--- src/rtl/reg_alu_pkg.sv ---
// Shared types, ALU function codes and instruction field positions for the
// register-file/ALU instruction sequencer.
package reg_alu_pkg;

  typedef enum logic [1:0] {
    CLS_RR  = 2'b00,
    CLS_RI  = 2'b01,
    CLS_REP = 2'b10,
    CLS_RSV = 2'b11
  } cls_e;

  typedef enum logic [1:0] {
    ST_IDLE = 2'b00,
    ST_EXEC = 2'b01,
    ST_DONE = 2'b10
  } state_e;

  localparam logic [1:0] ALU_ADD = 2'b00;
  localparam logic [1:0] ALU_SUB = 2'b01;
  localparam logic [1:0] ALU_AND = 2'b10;
  localparam logic [1:0] ALU_OR  = 2'b11;

  localparam int CLS_MSB = 15;
  localparam int CLS_LSB = 14;
  localparam int FN_MSB  = 13;
  localparam int FN_LSB  = 12;
  localparam int RD_MSB  = 11;
  localparam int RD_LSB  = 8;
  localparam int RS1_MSB = 7;
  localparam int RS1_LSB = 4;
  localparam int RS2_MSB = 3;
  localparam int RS2_LSB = 0;

  function automatic cls_e instr_cls(input logic [15:0] ins);
    return cls_e'(ins[CLS_MSB:CLS_LSB]);
  endfunction

endpackage

--- src/rtl/reg_alu_seq_decode.sv ---
// Combinational datapath control decode from the latched instruction and the
// sequencer state.
module reg_alu_seq_decode
  import reg_alu_pkg::*;
(
  input  logic [15:0] instr_q_i,
  input  state_e      state_i,
  output logic [3:0]  ra1_o,
  output logic [3:0]  ra2_o,
  output logic [3:0]  wa_o,
  output logic        alu_src_o,
  output logic [1:0]  alu_ctrl_o,
  output logic        reg_write_o
);

  cls_e       cls;
  logic [3:0] rd;
  logic [3:0] rs1;
  logic [3:0] rs2;

  assign cls = instr_cls(instr_q_i);
  assign rd  = instr_q_i[RD_MSB:RD_LSB];
  assign rs1 = instr_q_i[RS1_MSB:RS1_LSB];
  assign rs2 = instr_q_i[RS2_MSB:RS2_LSB];

  always_comb begin
    ra1_o       = rs1;
    ra2_o       = rs2;
    wa_o        = rd;
    alu_src_o   = 1'b0;
    alu_ctrl_o  = instr_q_i[FN_MSB:FN_LSB];
    reg_write_o = 1'b0;

    case (cls)
      CLS_RI:  alu_src_o = 1'b1;
      // Accumulate form reads the destination back as the first operand.
      CLS_REP: begin
        ra1_o = rd;
        ra2_o = rs1;
      end
      default: ;
    endcase

    if ((state_i == ST_EXEC) && (cls != CLS_RSV)) begin
      reg_write_o = 1'b1;
    end
  end

endmodule

--- src/rtl/reg_alu_sequencer.sv ---
// Multi-cycle instruction sequencer: accepts one instruction over valid/ready,
// steps the register-file/ALU datapath and reports completion with the result.
//
// state   | meaning
// IDLE    | ready for an instruction
// EXEC    | one datapath write per cycle; REP loops here until count expires
// DONE    | done (and err for reserved class) asserted for one cycle
module reg_alu_sequencer
  import reg_alu_pkg::*;
#(
  parameter int REP_W = 4
) (
  input  logic        clk,
  input  logic        reset,
  input  logic        instr_valid,
  input  logic [15:0] instr,
  input  logic [7:0]  instr_imm,
  output logic        instr_ready,
  output logic [3:0]  RA1,
  output logic [3:0]  RA2,
  output logic [3:0]  WA,
  output logic        RegWrite,
  output logic        ALUSrc,
  output logic [1:0]  ALUControl,
  output logic [7:0]  external_data_in,
  input  logic [7:0]  ALUResult,
  output logic        done,
  output logic [7:0]  result,
  output logic        err,
  output logic        busy
);

  state_e             state_q, state_d;
  logic [15:0]        instr_q, instr_d;
  logic [7:0]         imm_q, imm_d;
  logic [REP_W-1:0]   cnt_q, cnt_d;
  logic [7:0]         result_q, result_d;
  logic               done_q, done_d;
  logic               err_q, err_d;

  cls_e               cls_in;
  cls_e               cls_q;
  logic [3:0]         rep_in;

  assign cls_in = instr_cls(instr);
  assign cls_q  = instr_cls(instr_q);
  assign rep_in = instr[RS2_MSB:RS2_LSB];

  always_ff @(posedge clk) begin
    if (reset) begin
      state_q  <= ST_IDLE;
      instr_q  <= '0;
      imm_q    <= '0;
      cnt_q    <= '0;
      result_q <= '0;
      done_q   <= 1'b0;
      err_q    <= 1'b0;
    end else begin
      state_q  <= state_d;
      instr_q  <= instr_d;
      imm_q    <= imm_d;
      cnt_q    <= cnt_d;
      result_q <= result_d;
      done_q   <= done_d;
      err_q    <= err_d;
    end
  end

  always_comb begin
    state_d  = state_q;
    instr_d  = instr_q;
    imm_d    = imm_q;
    cnt_d    = cnt_q;
    result_d = result_q;
    done_d   = 1'b0;
    err_d    = 1'b0;

    case (state_q)
      ST_IDLE: begin
        if (instr_valid) begin
          instr_d = instr;
          imm_d   = instr_imm;
          cnt_d   = REP_W'(rep_in);
          // Nothing to write: go straight to the completion cycle.
          if ((cls_in == CLS_RSV) || ((cls_in == CLS_REP) && (rep_in == 4'd0))) begin
            state_d = ST_DONE;
            done_d  = 1'b1;
            err_d   = (cls_in == CLS_RSV);
          end else begin
            state_d = ST_EXEC;
          end
        end
      end
      ST_EXEC: begin
        result_d = ALUResult;
        if (cls_q == CLS_REP) begin
          cnt_d = cnt_q - REP_W'(1);
        end
        if ((cls_q == CLS_REP) && (cnt_q != REP_W'(1))) begin
          state_d = ST_EXEC;
        end else begin
          state_d = ST_DONE;
          done_d  = 1'b1;
        end
      end
      ST_DONE: begin
        state_d = ST_IDLE;
      end
      default: begin
        state_d = ST_IDLE;
      end
    endcase
  end

  reg_alu_seq_decode u_decode (
    .instr_q_i   (instr_q),
    .state_i     (state_q),
    .ra1_o       (RA1),
    .ra2_o       (RA2),
    .wa_o        (WA),
    .alu_src_o   (ALUSrc),
    .alu_ctrl_o  (ALUControl),
    .reg_write_o (RegWrite)
  );

  assign instr_ready      = (state_q == ST_IDLE);
  assign busy             = (state_q != ST_IDLE);
  assign external_data_in = imm_q;
  assign done             = done_q;
  assign err              = err_q;
  assign result           = result_q;

endmodule

--- config.mk ---
export PLATFORM = sky130hd
export DESIGN_NAME = reg_alu_sequencer
export DESIGN_NICKNAME = d
export VERILOG_FILES = /design/src/rtl/reg_alu_pkg.sv /design/src/rtl/reg_alu_seq_decode.sv /design/src/rtl/reg_alu_sequencer.sv
export SDC_FILE = /design/constraint.sdc
export NUM_CORES = 1
export LEC_CHECK = 0
export BUFFER_PORTS_ARGS = -buffer_cell sky130_fd_sc_hd__clkbuf_2
export CAP_MARGIN = 20
export CORE_UTILIZATION = 50
export DETAILED_ROUTE_END_ITERATION = 7
export PLACE_DENSITY_LB_ADDON = 0.15
export SETUP_SLACK_MARGIN = 0.1
export SYNTH_ARGS = -nofsm -noshare
export SYNTH_HDL_FRONTEND = slang
export SYNTH_HIERARCHICAL = 1
export SYNTH_SLANG_ARGS = --single-unit
--- constraint.sdc ---
create_clock -name clk -period 3.9 [get_ports clk]
set_clock_uncertainty 0.05 [all_clocks]
set_input_delay 0.78 -clock clk [delete_from_list [all_inputs] [get_ports clk]]
set_output_delay 0.78 -clock clk [all_outputs]
set_load 0.01 [all_outputs]
# [After elaboration in Yosys (flattened, before gate mapping)]
# Cells that the tools add are included.
[totals] input_bits=35 output_inout_bits=36 regBits=40 wordCells=46
[classes] reduce_logical=11 add_sub_neg=1 eq_ne=9 bitwise=3 muxes=15
[op_table] op="$mux 4" n=4
[op_table] op="$pmux 4 s2" n=1
[op_table] op="$eq 2x2->1 const B" n=3
[op_table] op="$mux 2" n=3
[op_table] op="$ne 2x2->1 const B" n=3
[op_table] op="$mux 1" n=5
[op_table] op="$eq 2x1->1 const B" n=2
[op_table] op="$logic_not 4->1" n=1
[op_table] op="$ne 4x1->1 const B" n=1
[op_table] op="$pmux 2 s2" n=1
[op_table] op="$reduce_bool 2->1" n=2
[op_table] op="$reduce_or 4->1" n=1
[op_table] op="$sub 4x1->4 const B" n=1
[op_table] op="$logic_and 1x1->1" n=3
[op_table] op="$not 1->1" n=3
[op_table] op="$reduce_and 3->1" n=1
[op_table] op="$logic_not 2->1" n=1
[op_table] op="$pmux 1 s2" n=1
[op_table] op="$reduce_and 2->1" n=1
[op_table] op="$logic_or 1x1->1" n=1

# [Longest topological paths before layout]
[depth] ltp_word=6 ltp_mapped=5 mapped_depth_nobuf=5

# [Hierarchy]
# The synthesis kept the hierarchy.
[by_module_without_submodules] mod="reg_alu_sequencer" instances=1 area_per_inst_um2=1590.3 cells_each=195 seq_area_each_um2=800.8
[by_module_without_submodules] mod="reg_alu_seq_decode" instances=1 area_per_inst_um2=207.7 cells_each=19 seq_area_each_um2=0.0

# [Least setup slack after synthesis]
# OpenSTA, ideal clock, no wires.
[synth_path] path_type="register to output" start="reg instr_q[15]" end="out RA1[0]" path_stages_with_launch=4 arrival_ns=1.001 t_required_ns=3.070 setup_slack_ns=2.069 n_path_buf=1 cell_sequence="dfxtp_1 -> nor2b_4 -> buf_6 -> mux2_4"
[synth_via] elab_chain_cells=2
[synth_lines] element="from (decl)" line="reg_alu_sequencer.sv:34" rtl="logic [15:0] instr_q, instr_d;"
[synth_lines] element="from (signal assigned)" line="reg_alu_sequencer.sv:60" rtl="instr_q <= instr_d;"
[synth_lines] element="$eq 2x2->1" line="reg_alu_seq_decode.sv:34" rtl="case (cls)"
[synth_lines] element="$mux 4" line="reg_alu_seq_decode.sv:34"
[synth_lines] element="to (decl)" line="reg_alu_sequencer.sv:19" rtl="output logic [3:0] RA1,"
# Every way passes these cells.

# [Worst setup path after layout]
[layout_path] start="reg instr_q[15]" end="out RA2[3]"
[layout_via] elab_chain_cells=2
[layout_lines] element="$eq 2x2->1" line="reg_alu_seq_decode.sv:34"
[layout_lines] element="$mux 4" line="reg_alu_seq_decode.sv:34"
[layout_lines] element="to (decl)" line="reg_alu_sequencer.sv:20" rtl="output logic [3:0] RA2,"
# Every way passes these cells.

==> flow_summary_export.csv <==
group,metric,value,unit
routing,wl_per_cell,11.8,um
cts,cts-resized-gates,0,
routing,viasPerCell,5.08,
cells_and_area,seq_area,801,um^2
global_routing,grt_util_met1,0.249,
floorplan,die_area,3840,um^2
hold_path,worstHoldStart,"result[0]$_SDFFE_PP0N_",
setup_path,crit_path_start_kind,"register",
floorplan,dieWidth,62.0,um
global_routing,grt_pass1_vias,1266,
power,peakVddDrop,0.290,mV
cells_and_area,final_cell_mix,"clkbuf_2 (70), nand2_1 (66), dfxtp_1 (40), a21oi_1 (34), mux2_4 (8)",
cts,clock-sinks,40,
sta,tns,0,ns
setup_path,startpoint,"instr_q[15]$_SDFFE_PP0P_",
routing,firstDrtPassIters,4,
global_routing,grt_overflow,0,
placement,place_hpwl,2650,um
cells_and_area,layout.nets,308,
cts,h-tree-depth,2,
routing,vias,1616,
cells_and_area,fin_area,2150,um^2
global_routing,met2_usage,0.333,
synth,ys_warn_count,6,
cts,clock-root-buffer,"clkbuf_4",
cells_and_area,final_common_cell,"clkbuf_2",
synth,yosysTopAreaCell,"dfxtp_1",
cts,cts_setup_buffers,0,
synth,ys_seq_elements,40,
global_routing,grt.busiest_layer,"met2",
sta,period_share,0.638,
power,powerDensity,391,nW/um^2
setup_path,critPathBufInv,1,
setup_path,r2r_start,"state_q[0]$_SDFFE_PP0P_",
cells_and_area,syn2layout_area_growth,19.6,%
cts,clk_pin_slew,0.11,ns
setup_path,slowest_stage,"dfxtp_1",
cells_and_area,drive_gt1_frac,0.324,
setup_path,crit_chain,"nor2b_4 -> mux2_4 -> clkbuf_2",
sta,finalSetupViolCount,0,
hold_path,hp-class,"reg2reg",
synth,avgSynthCellArea,8.40,um^2
synth,ys_seq_area_frac,0.445,
placement,gp_congestion,0.758,
routing,drtAntennaViolNets,0,
placement,port_buffers,70,
power,p_leak,0.945,nW
floorplan,top_level_ports,71,
cts,clk_latency,0.33,ns
setup_path,cp.required,3.07,ns
setup_path,endpoint_kind,"primary output",
global_routing,antenna_found_initial,0,
synth,synthTopCellsByArea,"dfxtp_1 (45%), nand2_1 (14%), a21oi_1 (9.5%)",
sta,finalHoldViolations,0,
synth,postSynthCellCount,214,
cts,cts_tree,"yes",
synth,yosysTopAreaCellShare,0.445,
cells_and_area,multi_input_area,860,um^2
floorplan,start_util,0.530,
global_routing,met3_usage,0.0559,
cts,cts_buffer_depth,2,
floorplan,die_h,62.0,um
cts,hold_buffers,0,
cts,cts_buffers,5,
sta,clock.fmax,402,MHz
sta,rsz0062_at_grt,"false",
routing,drt_wl_total,3770,um
sta,relSlewSlack,0.362,
synth,synthesis.area,1800,um^2
setup_path,max_stage_delay,0.47,ns
routing,drt_iter0_markers,76,
floorplan,rows,21,
cells_and_area,antenna_cells,0,
global_routing,grt_pass1_wl,5590,um
setup_path,cp_data_arrival_time,1.66,ns
setup_path,worstSetupPathType,"reg2out",
cells_and_area,nFillCells,316,
synth,synth_nets,251,
sta,drv_slew,0,
sta,worst_pin_slew,0.957,ns
sta,finalCriticalPeriod,2.49,ns
setup_path,critPathTopFamily,"flip-flops",
floorplan,core,3390,um^2
placement,placed_area,2090,um^2
setup_path,cp_max_fo,8,
flow_run,drv_cap,0,
global_routing,track_usage,0.200,
run_status,outcome,"completed",
global_routing,grt_max_degree,41,
routing,route.detailed.drc,0,
synth,ys_types,35,
-- synth_stat cells, drive strengths merged --
library cell,number
a211oi,1
a21boi,2
a21oi,34
a22oi,1
a2bb2oi,2
a31oi,1
and4bb,1
buf,14
clkbuf,6
dfxtp,40
ha,2
inv,5
mux2,8
nand2,66
nand2b,4
nand3,2
nand3b,1
nand4bb,1
nor2,3
nor2b,3
nor3,3
nor3b,4
nor4,1
nor4b,1
nor4bb,1
o2111ai,1
o21ai,1
o221ai,1
o31a,1
o32ai,2
or3b,1
-- flip-flops by register name, summed over array words and instances (netlist names) --
| register | flops |
|---|---|
| err | 1 |
| instr_q | 16 |
| result | 8 |
| done | 1 |
| external_data_in | 8 |
| cnt_q | 4 |
| state_q | 2 |
-- per-layer routing --
| metal | part of all wire | routed length (um) |
|---|---|---|
| met1 | 0.45 | 1700 |
| met3 | 0.041 | 156 |
| met4 | 0.0042 | 16 |
| met5 | 0 | 0 |
| met2 | 0.50 | 1890 |
-- report_power, final --
part / internal [W] / switching (W)
clock: 0.0000883 / 0.000129
sequential: 0.000437 / 0.0000236
combinational: 0.0000750 / 0.0000884
total: 0.000600 / 0.000241
-- worst reg2reg max path: cells and delay by family, from the launching register on --
kind | cells | cell delay, ns
flip-flops | 1 | 0.63
AND/OR/NAND/NOR | 2 | 0.98
AO/OA/AOI/OAI | 1 | 0.19
-- logic make-up (layout without fill, tap and decap cells) --
kind of cell	count (synthesis)	in the layout	share of synthesized area
buf+inv	25	83	0.0765
mux	8	8	0.0668
fa+ha+maj	2	2	0.0139
compound gates	47	47	0.152
flops	40	40	0.445
simple gates	92	92	0.246
-- area by class of cell --
type	count	share of cell area
inverter	5	0.00873
sequential	40	0.373
timing repair buffer	70	0.163
clock inverter	1	0.00349
tap	46	0.0268
multi-input combinational	149	0.400
clock buffer	7	0.0256
-- metrics by stage --
stage	total power [W]	std cells	worst slack [ns]	hold WS (ns)	util
after floorplan	0.000582	214	2.07	0.386	-
after global placement	0.000632	310	1.63	0.392	0.616
after detailed placement	0.000634	310	1.62	0.397	0.616
after CTS	0.000852	318	1.40	0.412	0.634
after global routing	0.000886	318	1.33	0.428	0.634
final	0.000841	318	1.41	0.411	0.634
-- path summary, 6_finish.rpt --
path / endpoint / cells after the start / slack, ns
worst max-delay path: RA2[3] / 3 / 1.41
worst min-delay path: result[0]$_SDFFE_PP0N_ / 2 / 0.41
worst max register to register: cnt_q[0]$_SDFFE_PP0P_ / 3 / 1.97
worst min register to register: result[0]$_SDFFE_PP0N_ / 2 / 0.41
(Power assumes the default switching activity.)
